`src/rtl/pcie_rx_pkg.sv`:
```
// pcie_rx_pkg: shared beat type, tuser BAR-hit positions and BAR-to-port route helper.
package pcie_rx_pkg;
    localparam int TUSER_BAR_LSB = 2;
    localparam int TUSER_BAR_MSB = 8;
    localparam int NUM_BARS      = TUSER_BAR_MSB - TUSER_BAR_LSB + 1;
    localparam int TUSER_W       = 22;
    localparam int RX_DATA_W     = 64;
    localparam int MAX_PORT_W    = 4;

    typedef struct packed {
        logic [RX_DATA_W-1:0]   data;
        logic [RX_DATA_W/8-1:0] keep;
        logic                   last;
        logic [TUSER_W-1:0]     user;
    } rx_beat_t;

    // Lowest-numbered BAR hit wins; no hit routes to no_hit.
    function automatic logic [MAX_PORT_W-1:0] bar_to_port(
        input logic [NUM_BARS-1:0]            hit,
        input logic [NUM_BARS*MAX_PORT_W-1:0] map,
        input logic [MAX_PORT_W-1:0]          no_hit
    );
        bar_to_port = no_hit;
        for (int i = NUM_BARS - 1; i >= 0; i--)
            if (hit[i]) bar_to_port = map[i*MAX_PORT_W +: MAX_PORT_W];
    endfunction
endpackage

```
`src/rtl/axis_skid2.sv`:
```
// axis_skid2: generic 2-entry skid FIFO whose input ready is registered from occupancy.
module axis_skid2 #(
    parameter int W = 8
) (
    input  logic         clk,
    input  logic         rst_n,
    input  logic         in_valid,
    output logic         in_ready,
    input  logic [W-1:0] in_data,
    output logic         out_valid,
    input  logic         out_ready,
    output logic [W-1:0] out_data
);
    logic [W-1:0] mem [2];
    logic         wp, rp, push, pop;
    logic [1:0]   cnt, cnt_nxt;

    assign push      = in_valid && in_ready;
    assign out_valid = cnt != 2'd0;
    assign pop       = out_valid && out_ready;
    assign out_data  = mem[rp];
    assign cnt_nxt   = cnt + 2'(push) - 2'(pop);

    always_ff @(posedge clk or negedge rst_n)
        if (!rst_n) begin
            wp       <= 1'b0;
            rp       <= 1'b0;
            cnt      <= 2'd0;
            in_ready <= 1'b0;
        end else begin
            if (push) wp <= ~wp;
            if (pop) rp <= ~rp;
            cnt      <= cnt_nxt;
            in_ready <= cnt_nxt != 2'd2;
        end

    always_ff @(posedge clk)
        if (push) mem[wp] <= in_data;
endmodule

```
`src/rtl/pcie_rx_demux.sv`:
```
// pcie_rx_demux: per-TLP BAR-hit routing of the PCIe RX stream to NUM_PORTS consumers or a drop sink.
// The datapath width follows the package beat type; C_DATA_WIDTH must match it.
module pcie_rx_demux
    import pcie_rx_pkg::*;
#(
    parameter int                  C_DATA_WIDTH = RX_DATA_W,
    parameter int                  KEEP_WIDTH   = C_DATA_WIDTH / 8,
    parameter int                  NUM_PORTS    = 3,
    parameter int                  PORT_W       = $clog2(NUM_PORTS + 1),
    parameter logic [7*PORT_W-1:0] BAR_PORT_MAP = '0,
    parameter int                  NO_HIT_PORT  = 1,
    parameter int                  CNT_W        = 32
) (
    input  logic                       user_clk,
    input  logic                       user_rst_n,
    input  logic                       s_axis_rx_tvalid,
    output logic                       s_axis_rx_tready,
    input  logic                       s_axis_rx_tlast,
    input  logic [KEEP_WIDTH-1:0]      s_axis_rx_tkeep,
    input  logic [C_DATA_WIDTH-1:0]    s_axis_rx_tdata,
    input  logic [21:0]                s_axis_rx_tuser,
    output logic [NUM_PORTS-1:0]       m_axis_tvalid,
    input  logic [NUM_PORTS-1:0]       m_axis_tready,
    output logic                       m_axis_tlast,
    output logic [KEEP_WIDTH-1:0]      m_axis_tkeep,
    output logic [C_DATA_WIDTH-1:0]    m_axis_tdata,
    output logic [21:0]                m_axis_tuser,
    output logic [NUM_PORTS*CNT_W-1:0] pkt_cnt,
    output logic [CNT_W-1:0]           drop_cnt,
    input  logic                       clr_cnt
);
    localparam int PW = PORT_W + $bits(rx_beat_t);

    logic [NUM_BARS*MAX_PORT_W-1:0] map_w;
    logic                           in_pkt, accept, head_valid, head_ready, drop;
    logic [PORT_W-1:0]              route, sof_dest, in_dest, head_dest;
    logic [PW-1:0]                  head_bus;
    rx_beat_t                       in_beat, head;
    logic [CNT_W-1:0]               cnt [NUM_PORTS];

    for (genvar b = 0; b < NUM_BARS; b++) begin : g_map
        assign map_w[b*MAX_PORT_W +: MAX_PORT_W] = MAX_PORT_W'(BAR_PORT_MAP[b*PORT_W +: PORT_W]);
    end

    assign sof_dest = PORT_W'(bar_to_port(s_axis_rx_tuser[TUSER_BAR_MSB:TUSER_BAR_LSB], map_w,
                                          MAX_PORT_W'(NO_HIT_PORT)));
    assign in_dest  = in_pkt ? route : sof_dest;
    assign accept   = s_axis_rx_tvalid && s_axis_rx_tready;
    assign in_beat  = '{data: s_axis_rx_tdata, keep: s_axis_rx_tkeep,
                        last: s_axis_rx_tlast, user: s_axis_rx_tuser};

    always_ff @(posedge user_clk or negedge user_rst_n)
        if (!user_rst_n) begin
            in_pkt <= 1'b0;
            route  <= '0;
        end else if (accept) begin
            in_pkt <= !s_axis_rx_tlast;
            if (!in_pkt) route <= sof_dest;
        end

    axis_skid2 #(.W(PW)) u_skid (
        .clk       (user_clk),
        .rst_n     (user_rst_n),
        .in_valid  (s_axis_rx_tvalid),
        .in_ready  (s_axis_rx_tready),
        .in_data   ({in_dest, in_beat}),
        .out_valid (head_valid),
        .out_ready (head_ready),
        .out_data  (head_bus)
    );

    assign {head_dest, head} = head_bus;
    // Any index past the last real port is the drop sink, which always accepts.
    assign drop = head_dest >= PORT_W'(NUM_PORTS);

    always_comb begin
        m_axis_tvalid = '0;
        head_ready    = drop;
        for (int p = 0; p < NUM_PORTS; p++) begin
            m_axis_tvalid[p] = head_valid && head_dest == PORT_W'(p);
            head_ready      |= m_axis_tready[p] && head_dest == PORT_W'(p);
        end
    end

    assign m_axis_tlast = head.last;
    assign m_axis_tkeep = head.keep;
    assign m_axis_tdata = head.data;
    assign m_axis_tuser = head.user;

    always_ff @(posedge user_clk or negedge user_rst_n)
        if (!user_rst_n) begin
            for (int p = 0; p < NUM_PORTS; p++) cnt[p] <= '0;
            drop_cnt <= '0;
        end else if (clr_cnt) begin
            for (int p = 0; p < NUM_PORTS; p++) cnt[p] <= '0;
            drop_cnt <= '0;
        end else if (head_valid && head_ready && head.last) begin
            if (drop) drop_cnt <= drop_cnt + CNT_W'(1);
            for (int p = 0; p < NUM_PORTS; p++)
                if (!drop && head_dest == PORT_W'(p)) cnt[p] <= cnt[p] + CNT_W'(1);
        end

    for (genvar p = 0; p < NUM_PORTS; p++) begin : g_cnt
        assign pkt_cnt[p*CNT_W +: CNT_W] = cnt[p];
    end
endmodule

```
`config.mk`:
```
export PLATFORM = sky130hd
export DESIGN_NAME = pcie_rx_demux
export DESIGN_NICKNAME = d
export VERILOG_FILES = /design/src/rtl/pcie_rx_pkg.sv /design/src/rtl/axis_skid2.sv /design/src/rtl/pcie_rx_demux.sv
export SDC_FILE = /design/constraint.sdc
export NUM_CORES = 1
export LEC_CHECK = 0
export ABC_AREA = 1
export CAP_MARGIN = 20
export CORE_MARGIN = 2
export CORE_UTILIZATION = 53
export DETAILED_ROUTE_END_ITERATION = 12
export PLACE_DENSITY_LB_ADDON = 0.1
export SYNTH_ARGS = -nofsm -noshare
export SYNTH_HDL_FRONTEND = slang
export SYNTH_SLANG_ARGS = --single-unit
```
`constraint.sdc`:
```
create_clock -name user_clk -period 6.1 [get_ports user_clk]
set_input_delay 1.83 -clock user_clk [delete_from_list [all_inputs] [get_ports user_clk]]
set_output_delay 1.83 -clock user_clk [all_outputs]
set_load 0.01 [all_outputs]
```
==> impl_metrics.yaml, run 1 <==
die:
  die_area_um2: 33000
  start_util_pct: 53.4
  core_area_um2: 31300
  ios: 329
  die_h_um: 182
  core.rowCount: 65
  fp.dieW_um: 182
final_layout:
  drive_above_1_share_pct: 3.51
  area.growth.synth_to_final_pct: 28.3
  instances_no_fill: 2849
  n_antenna_cell: 0
  finalNetCount: 2529
  final_util_pct: 68.5
  fill_cells: 2533
  fin_area_um2: 21500
clock_tree:
  ctsResizeCount: 0
  clock-root-buffer: "clkbuf_16"
  cts_tree: "done"
  cts_hold_buffers: 0
  cts_setup_buffers: 0
  clkSinkCount: 330
  cts_max_level: 2
  cts_made_buffers: 37
  cts_max_path_buffers: 3
  path_clk_slew_ns: 0.06
  clk_latency_ns: 0.54
yosys:
  synth-async-reset-ratio_pct: 41.2
  synth_compound_area_share_pct: 0.292
  synth.distinct_cells: 29
  ys_seq_area_share_pct: 55.2
  ys_ff_latch: 330
  muxShareOfSynthArea_pct: 0
  synthAdderAreaFrac_pct: 0.449
  synth_cells: 2115
  synth_top_family_by_area: "simple AND/OR/NAND/NOR gates"
  avgSynthCellArea_um2: 7.91
  synth-edff-count: 194
  yosys.area_share.simple_pct: 36.8
  synthFlopType: "edfxtp_1"
  syn_area_um2: 16700
  synth-warning-count: 0
  syn-num-nets: 2223
  synth_xor_area_share_pct: 2.62
worst_setup_path:
  critPathTopFamily: "buffers and inverters"
  cp_num_buf_inv: 3
  r2r-start: "u_skid.rp"
  endpoint_kind: "output pin"
  max_stage_delay_ns: 0.77
  cp_slowest_cell: "buf_4"
  cp.arrival_ns: 2.91
  critPathLaunch: "u_skid.rp"
  worst_setup_path_start_kind: "flip-flop"
  cp_cell_sequence: "buf_4, nand2_1, nand2_2, inv_2, nor3_1, clkdlybuf4s50_1"
  required_ns: 4.27
  worstPathMaxFanout: 98
  crit_type: "flip-flop to output pin"
sta:
  min_period_ns: 4.74
  whs_ns: 0.484
  timing.final.crit_share_pct: 77.7
  final-hold-violation-count: 0
  worst_slew_pin_slew_ns: 1.10
  drv_slew: 0
  finalSetupViolCount: 0
  rsz0062_at_grt: "no"
  fmax_mhz: 211
  relSlewSlack_pct: 27.0
  clock_skew_ns: 0.0195
  setup_ws_ns: 1.36
pwr:
  p_switching_w: 0.00235
  p_comb_share_pct: 30.8
  intPower_w: 0.00495
  swShare_pct: 32.2
  p_clk_share_pct: 29.9
  ir_drop_mv: 0.336
  p_leak_nw: 8.84
  p_per_area_nw_per_um2: 340
  p_seq_share_pct: 39.2
detailed_routing:
  wl_per_cell_um: 15.9
  drc_errors: 0
  routed_wl_um: 45400
  drtIter0Drc: 1060
  via_per_inst: 5.21
  ant_nets: 0
  vias: 14800
  drt_pass1_iterations: 6
placed_design:
  place_congestion: 0.960
  preCtsSetupSlack_ns: 1.85
  numPortBuffers: 328
  dpl_cell_area_um2: 20300
  dp_cells: 2784
  place_hpwl_um: 31100
global_route:
  track_usage_pct: 27.6
  grt-ovfl-total: 0
  grt_max_degree: 99
  grt_pass1_wl_um: 73300
  antenna_found_initial: 0
  grt_pass1_vias: 14500
hold_path:
  hp-class: "flip-flop to flip-flop"
  min_from: "route[1]"
flow_run:
  maxCapViolations: 0
outcome:
  status: "completed"
==> layout by cell type, fill, tap and decap left out <==
master / count
inv_4: 2
o21a_1: 1
nand2_2: 7
edfxtp_1: 194
nor4_1: 1
bufinv_16: 2
clkinv_2: 2
nand4_4: 4
clkinv_1: 5
nand2_1: 968
nor2_4: 2
or2_2: 1
dfrtp_4: 1
nor3_1: 8
dfrtp_1: 135
clkbuf_16: 38
nor2_1: 344
clkinv_4: 1
clkinv_8: 1
o21ai_0: 2
buf_6: 1
xor2_1: 12
clkdlybuf4s50_1: 326
nand3_4: 1
inv_2: 1
a21o_1: 1
buf_4: 13
o21ai_2: 1
clkbuf_8: 4
clkbuf_1: 9
inv_1: 110
nand3_2: 1
nor3b_1: 6
clkinvlp_4: 2
xnor2_1: 38
ha_1: 6
inv_16: 1
a211oi_1: 2
nand3_1: 193
==> layout make-up <==
| type | instances | area [um^2] | area share, % |
|---|---|---|---|
| flip-flops and latches | 330 | 9230 | 43.0 |
| repair buffers | 340 | 3370 | 15.7 |
| inverters | 113 | 429 | 2.00 |
| multi-input cells | 1599 | 6730 | 31.4 |
| clock buffers | 51 | 1040 | 4.85 |
| clock inverters | 14 | 149 | 0.694 |
| well taps | 402 | 503 | 2.34 |
==> flip-flops by register name, indices dropped and copies added (netlist names), 2 cells and up <==
register    count
u_skid.mem    194
pkt_cnt        96
drop_cnt       32
route           2
u_skid.cnt      2
==> Yosys cell counts (2+ instances only) <==
master | instances | area (um^2)
a211oi_1 | 2 | 15.0
buf_1 | 4 | 15.0
buf_2 | 12 | 60.1
buf_4 | 8 | 60.1
buf_6 | 5 | 56.3
clkbuf_1 | 44 | 165
dfrtp_1 | 136 | 3400
edfxtp_1 | 194 | 5830
ha_1 | 6 | 75.1
inv_1 | 111 | 417
nand2_1 | 968 | 3630
nand2_2 | 7 | 43.8
nand3_1 | 193 | 966
nand4_4 | 4 | 85.1
nor2_1 | 346 | 1300
nor3_1 | 8 | 40.0
nor3b_1 | 6 | 45.0
o21ai_0 | 2 | 10.0
xnor2_1 | 38 | 333
xor2_1 | 12 | 105
==> worst paths after layout <==
path	to	slack, ns	cells past startpoint
max in group asynchronous	pkt_cnt[14]	3.83	2
worst max register to register	drop_cnt[3]	2.74	9
worst max-delay path	m_axis_tvalid[0]	1.36	6
worst min-delay path	route[1]	0.48	1
min in group asynchronous	drop_cnt[30]	1.28	1
worst min register to register	route[1]	0.48	1
==> power by group through the flow <==
stage	clock network, W	logic (W)	registers (W)
after floorplan	0	0.00113	0.00292
after global placement	0	0.00224	0.00289
after detailed placement	0	0.00226	0.00290
after CTS	0.00223	0.00228	0.00286
after global routing	0.00231	0.00247	0.00289
final	0.00218	0.00225	0.00286
==> through the flow <==
| stage | TNS [ns] | total power, W |
|---|---|---|
| 6_report | 0 | 0.00730 |
| 5_1_grt | 0 | 0.00767 |
| 4_1_cts | 0 | 0.00737 |
| 3_5_place_dp | 0 | 0.00516 |
| 3_3_place_gp | 0 | 0.00513 |
| 2_1_floorplan | -95.17 | 0.00405 |
==> per-layer routing <==
metal	vias up	share of wire (%)	global-route usage (%)
met5	-	0	0
met4	0	3.2	10.0
met3	96	9.0	7.90
met2	524	48	46.2
met1	6913	40	34.3
li1	7297	-	-
==> cells by family after synthesis <==
group / after synthesis
fa+ha+maj: 6
xor+xnor: 50
simple gates: 1536
compound gates: 7
flops: 330
buf+inv: 186
Power figures use the tool's default switching activity.
==> inputs of run 2 (changes only) <==
Clock period 6.1 ns to 4.9 ns, I/O delays scaled along.
==> run 2 against run 1 <==
Net effect:
- combinational power grew 25%
- clock skew is essentially flat
- routed wire length shrank 0.70%
- final cell count is the same
- sequential power grew 25%
- non-clock buffer count shrank 1
- critical path depth shrank 2
- die area is the same
- clock power grew 19%
- total power grew 23%
- via count shrank 0.33%
- count of clock-buffer cells in the layout is the same
- largest power group unchanged
==> impl_metrics.yaml, run 2 (synthesis results as in run 1) <==
outcome:
  status: "completed"
worst_setup_path:
  cp_cell_sequence: "buf_4, nand2_1, nand2_1, clkdlybuf4s50_1"
  cp_slowest_cell: "buf_4"
  required_ns: 3.43
  critPathMostFrequentCell: "nand2_1"
  reg2reg_slack_ns: 1.93
  max_stage_delay_ns: 0.74
  critPathTopFamily: "buffers and inverters"
  cp.arrival_ns: 2.72
  crit_type: "flip-flop to output pin"
  endpoint_kind: "output pin"
  worstPathMaxFanout: 84
  cp_num_buf_inv: 2
  worst_setup_path_start_kind: "flip-flop"
clock_tree:
  clkSinkCount: 330
  cts_tree: "done"
  cts_max_level: 2
  cts_setup_buffers: 0
  cts_max_path_buffers: 3
  clk_latency_ns: 0.53
  cts_hold_buffers: 0
  clock-root-buffer: "clkbuf_16"
  cts_made_buffers: 37
  ctsResizeCount: 0
  path_clk_slew_ns: 0.05
global_route:
  antenna_found_initial: 0
  grt_pass1_wl_um: 73300
  grt-ovfl-total: 0
  grt_max_degree: 101
  grt_pass1_vias: 14400
  track_usage_pct: 27.4
pwr:
  p_seq_share_pct: 39.9
  p_leak_nw: 8.81
  p_switching_w: 0.00292
  ir_drop_mv: 0.401
  p_comb_share_pct: 31.2
  intPower_w: 0.00607
  p_per_area_nw_per_um2: 420
  p_clk_share_pct: 28.9
  swShare_pct: 32.5
final_layout:
  final_cell_mix: "968 x nand2_1, 344 x nor2_1, 326 x clkdlybuf4s50_1"
  largest_register_ffs: 194
  mostFrequentLayoutCell: "nand2_1"
  finalNetCount: 2528
  area.growth.synth_to_final_pct: 28.0
  instances_no_fill: 2849
  n_antenna_cell: 0
  drive_above_1_share_pct: 3.31
  largest_register: "u_skid.mem"
  fin_area_um2: 21400
flow_run:
  maxCapViolations: 0
sta:
  worst_slew_pin_slew_ns: 0.995
  rsz0062_at_grt: "no"
  timing.final.crit_share_pct: 85.4
  fmax_mhz: 239
  final-hold-violation-count: 0
  fin_tns_setup_ns: 0
  min_period_ns: 4.19
  clock_skew_ns: 0.0193
  finalSetupViolCount: 0
  drv_slew: 0
  relSlewSlack_pct: 33.7
detailed_routing:
  via_per_inst: 5.19
  vias: 14800
  drc_errors: 0
  ant_nets: 0
  drt_pass1_iterations: 5
  wl_per_cell_um: 15.8
  routed_wl_um: 45100
  drtIter0Drc: 999
placed_design:
  dpl_cell_area_um2: 20300
  place_congestion: 0.970
  numPortBuffers: 328
  dp_cells: 2783
  place_hpwl_um: 31000
die:
  core_area_um2: 31300
  fp.dieW_um: 182
  die_area_um2: 33000
  start_util_pct: 53.4
  core.rowCount: 65
  die_h_um: 182
  ios: 329
hold_path:
  hp-class: "flip-flop to flip-flop"
[run 2: area by class of cell]
class                           count  area [um^2]
Sequential cell                   330         9230
Clock inverter                     15          123
Fill cell                        2562         9910
Timing Repair Buffer              339         3380
Multi-Input combinational cell   1599         6730
Tap cell                          402          503
Clock buffer                       51         1010
Inverter                          113          429
[run 2: layer usage]
| metal | vias up | global-route usage (%) | share of wire [%] |
|---|---|---|---|
| li1 | 7278 | - | - |
| met3 | 95 | 7.88 | 8.4 |
| met2 | 517 | 45.8 | 48 |
| met5 | - | 0 | 0 |
| met4 | 0 | 9.46 | 2.9 |
| met1 | 6891 | 34.2 | 40 |
[run 2: metrics by stage]
step	util [%]	hold WS (ns)	total power, W	worst slack, ns
final	68.4	0.495	0.00899	0.714
after global routing	68.4	0.511	0.00944	0.549
after CTS	68.4	0.498	0.00908	0.659
after detailed placement	64.7	0.486	0.00644	1.17
after global placement	64.7	0.470	0.00641	1.21
after floorplan	-	0.458	0.00504	-1.33
[run 2: power by group through the flow]
stage	clock, W	sequential (W)	combinational [W]
3_5_place_dp	0	0.00363	0.00281
4_1_cts	0.00265	0.00358	0.00285
6_report	0.00260	0.00358	0.00281
3_3_place_gp	0	0.00361	0.00279
2_1_floorplan	0	0.00363	0.00141
5_1_grt	0.00276	0.00362	0.00306
[run 2: worst paths after layout]
kind,to,from,cells past startpoint
setup / recovery,m_axis_tuser[2],u_skid.rp,4
hold / removal,route[1],route[1],1
setup reg to reg,pkt_cnt[11],u_skid.rp,9
hold reg to reg,route[1],route[1],1
max in group asynchronous,pkt_cnt[5],user_rst_n,2
min in group asynchronous,drop_cnt[14],user_rst_n,1
[run 2: worst reg2reg max path: stages, from the launching register on]
cell,delay [ns]
dfrtp_4,0.57
inv_4,0.32
nand2_1,0.10
nand2_1,0.18
nand3_1,0.15
nand3_4,0.19
nand4_4,0.46
nand2_2,0.73
nand2_1,0.13
nand2_1,0.09
==> inputs of run 3 (changes only) <==
Settings changed: PLACE_DENSITY set to 0.85, PLACE_DENSITY_LB_ADDON 0.1 to not set.
==> run 3 against run 2 <==
Net effect:
- total power increased by 2.5%
- clock power increased by 4%
- count of clock-buffer cells in the layout increased by 1
- sequential power about the same
- utilization increased by 0.33 points
==> impl_metrics.yaml, run 3 (synthesis results as in run 1) <==
pwr:
  p_seq_share_pct: 38.8
  intPower_w: 0.00615
  p_clk_share_pct: 29.4
  p_switching_w: 0.00306
  power.total_w: 0.00921
  p_comb_share_pct: 31.8
  swShare_pct: 33.2
  p_per_area_nw_per_um2: 428
  ir_drop_mv: 0.462
  p_leak_nw: 8.86
worst_setup_path:
  cp_slowest_cell: "buf_4"
  cp_cell_sequence: "buf_4, nand2_1, nand2_2, inv_2, nor3_1, clkdlybuf4s50_1"
  cp.arrival_ns: 2.95
  cp_num_buf_inv: 3
  worst_setup_path_start_kind: "flip-flop"
  required_ns: 3.43
  max_stage_delay_ns: 0.77
  critPathTopFamily: "buffers and inverters"
  endpoint_kind: "output pin"
  worstPathMaxFanout: 98
  crit_type: "flip-flop to output pin"
detailed_routing:
  via_per_inst: 5.39
  wl_per_cell_um: 17.2
  vias: 15400
  drc_errors: 0
  drt_pass1_iterations: 6
  routed_wl_um: 49000
  ant_nets: 0
  drtIter0Drc: 1258
sta:
  finalSetupViolCount: 0
  final-hold-violation-count: 0
  whs_ns: 0.527
  min_period_ns: 4.42
  fmax_mhz: 226
  relSlewSlack_pct: 29.7
  timing.final.crit_share_pct: 90.1
  worst_slew_pin_slew_ns: 1.05
  clock_skew_ns: 0.0158
  setup_ws_ns: 0.485
  drv_slew: 0
  rsz0062_at_grt: "no"
final_layout:
  instances_no_fill: 2853
  largest_register_ffs: 194
  finalNetCount: 2529
  largest_register: "u_skid.mem"
  final_cell_mix: "968 x nand2_1, 344 x nor2_1, 326 x clkdlybuf4s50_1"
  mostFrequentLayoutCell: "nand2_1"
  area.growth.synth_to_final_pct: 28.6
  drive_above_1_share_pct: 3.64
global_route:
  antenna_found_initial: 5
  track_usage_pct: 29.5
  grt_pass1_wl_um: 77700
  grt-ovfl-total: 0
  grt_max_degree: 104
  grt_pass1_vias: 14900
die:
  core_area_um2: 31300
  ios: 329
  core.rowCount: 65
  die_area_um2: 33000
  fp.dieW_um: 182
  start_util_pct: 53.4
  die_h_um: 182
flow_run:
  maxCapViolations: 0
clock_tree:
  cts_made_buffers: 37
  cts_tree: "done"
  cts_hold_buffers: 0
  cts_max_level: 2
  ctsResizeCount: 0
  clock-root-buffer: "clkbuf_16"
  cts_max_path_buffers: 3
  cts_setup_buffers: 0
  clk_latency_ns: 0.54
  clkSinkCount: 330
  path_clk_slew_ns: 0.06
placed_design:
  dp_cells: 2784
  place_hpwl_um: 32700
  numPortBuffers: 328
  preCtsSetupSlack_ns: 1.03
  place_congestion: 0.920
outcome:
  status: "completed"
hold_path:
  hp-class: "flip-flop to flip-flop"
[run 3: cell types whose count changed in the layout (fill, tap and decap cells not counted), moves of 4 or more]
cell and delta:
diode_2 +5, clkbuf_1 -4, clkbuf_8 +6, clkinv_1 -5
[run 3: power by group through the flow]
| stage | clock, W | combinational, W | sequential (W) |
|---|---|---|---|
| detailed placement | 0 | 0.00289 | 0.00361 |
| CTS | 0.00274 | 0.00295 | 0.00357 |
| floorplan | 0 | 0.00141 | 0.00363 |
| global route | 0.00285 | 0.00316 | 0.00360 |
| global placement | 0 | 0.00283 | 0.00359 |
| finish | 0.00271 | 0.00293 | 0.00357 |
[run 3: metrics by stage]
step | utilization, % | area [um^2] | TNS [ns]
6_report | 68.7 | 21500 | 0
5_1_grt | 68.7 | 21500 | 0
4_1_cts | 68.6 | 21500 | 0
3_5_place_dp | 64.8 | 20300 | 0
3_3_place_gp | 64.8 | 20300 | 0
2_1_floorplan | - | 16700 | -258.13
[run 3: final cells by class]
type                       instances  area [um^2]
clock inverter                    12          140
timing repair buffer             340         3410
fill                            2378         9810
clock buffer                      52         1050
antenna                            5         12.5
multi-input combinational       1599         6730
sequential                       330         9230
inverter                         113          429
tap                              402          503
[run 3: metal layers]
metal | routed length (um) | GRT usage [%]
met1 | 18500 | 35.7
met2 | 24600 | 51.2
met3 | 4540 | 7.62
met4 | 1400 | 10.2
met5 | 0 | 0
[run 3: worst reg2reg max path: stages, from the launching register on]
cell and delay (ns):
dfrtp_2 0.38, buf_4 0.77, nand2_1 0.14, nand2_1 0.23, nand3_1 0.16, nand3_4 0.18
nand4_4 0.46, nand2_2 0.74, nand2_1 0.15, nand2_1 0.10
[run 3: path summary, 6_finish.rpt]
check	start	to	slack, ns	cells after the start
worst max-delay path	u_skid.rp	m_axis_tvalid[0]	0.48	6
min in group asynchronous	user_rst_n	pkt_cnt[79]	1.09	1
worst min register to register	route[0]	route[0]	0.53	2
max in group asynchronous	user_rst_n	drop_cnt[28]	2.95	2
worst max register to register	u_skid.rp	pkt_cnt[15]	1.52	9
worst min-delay path	route[0]	route[0]	0.53	2
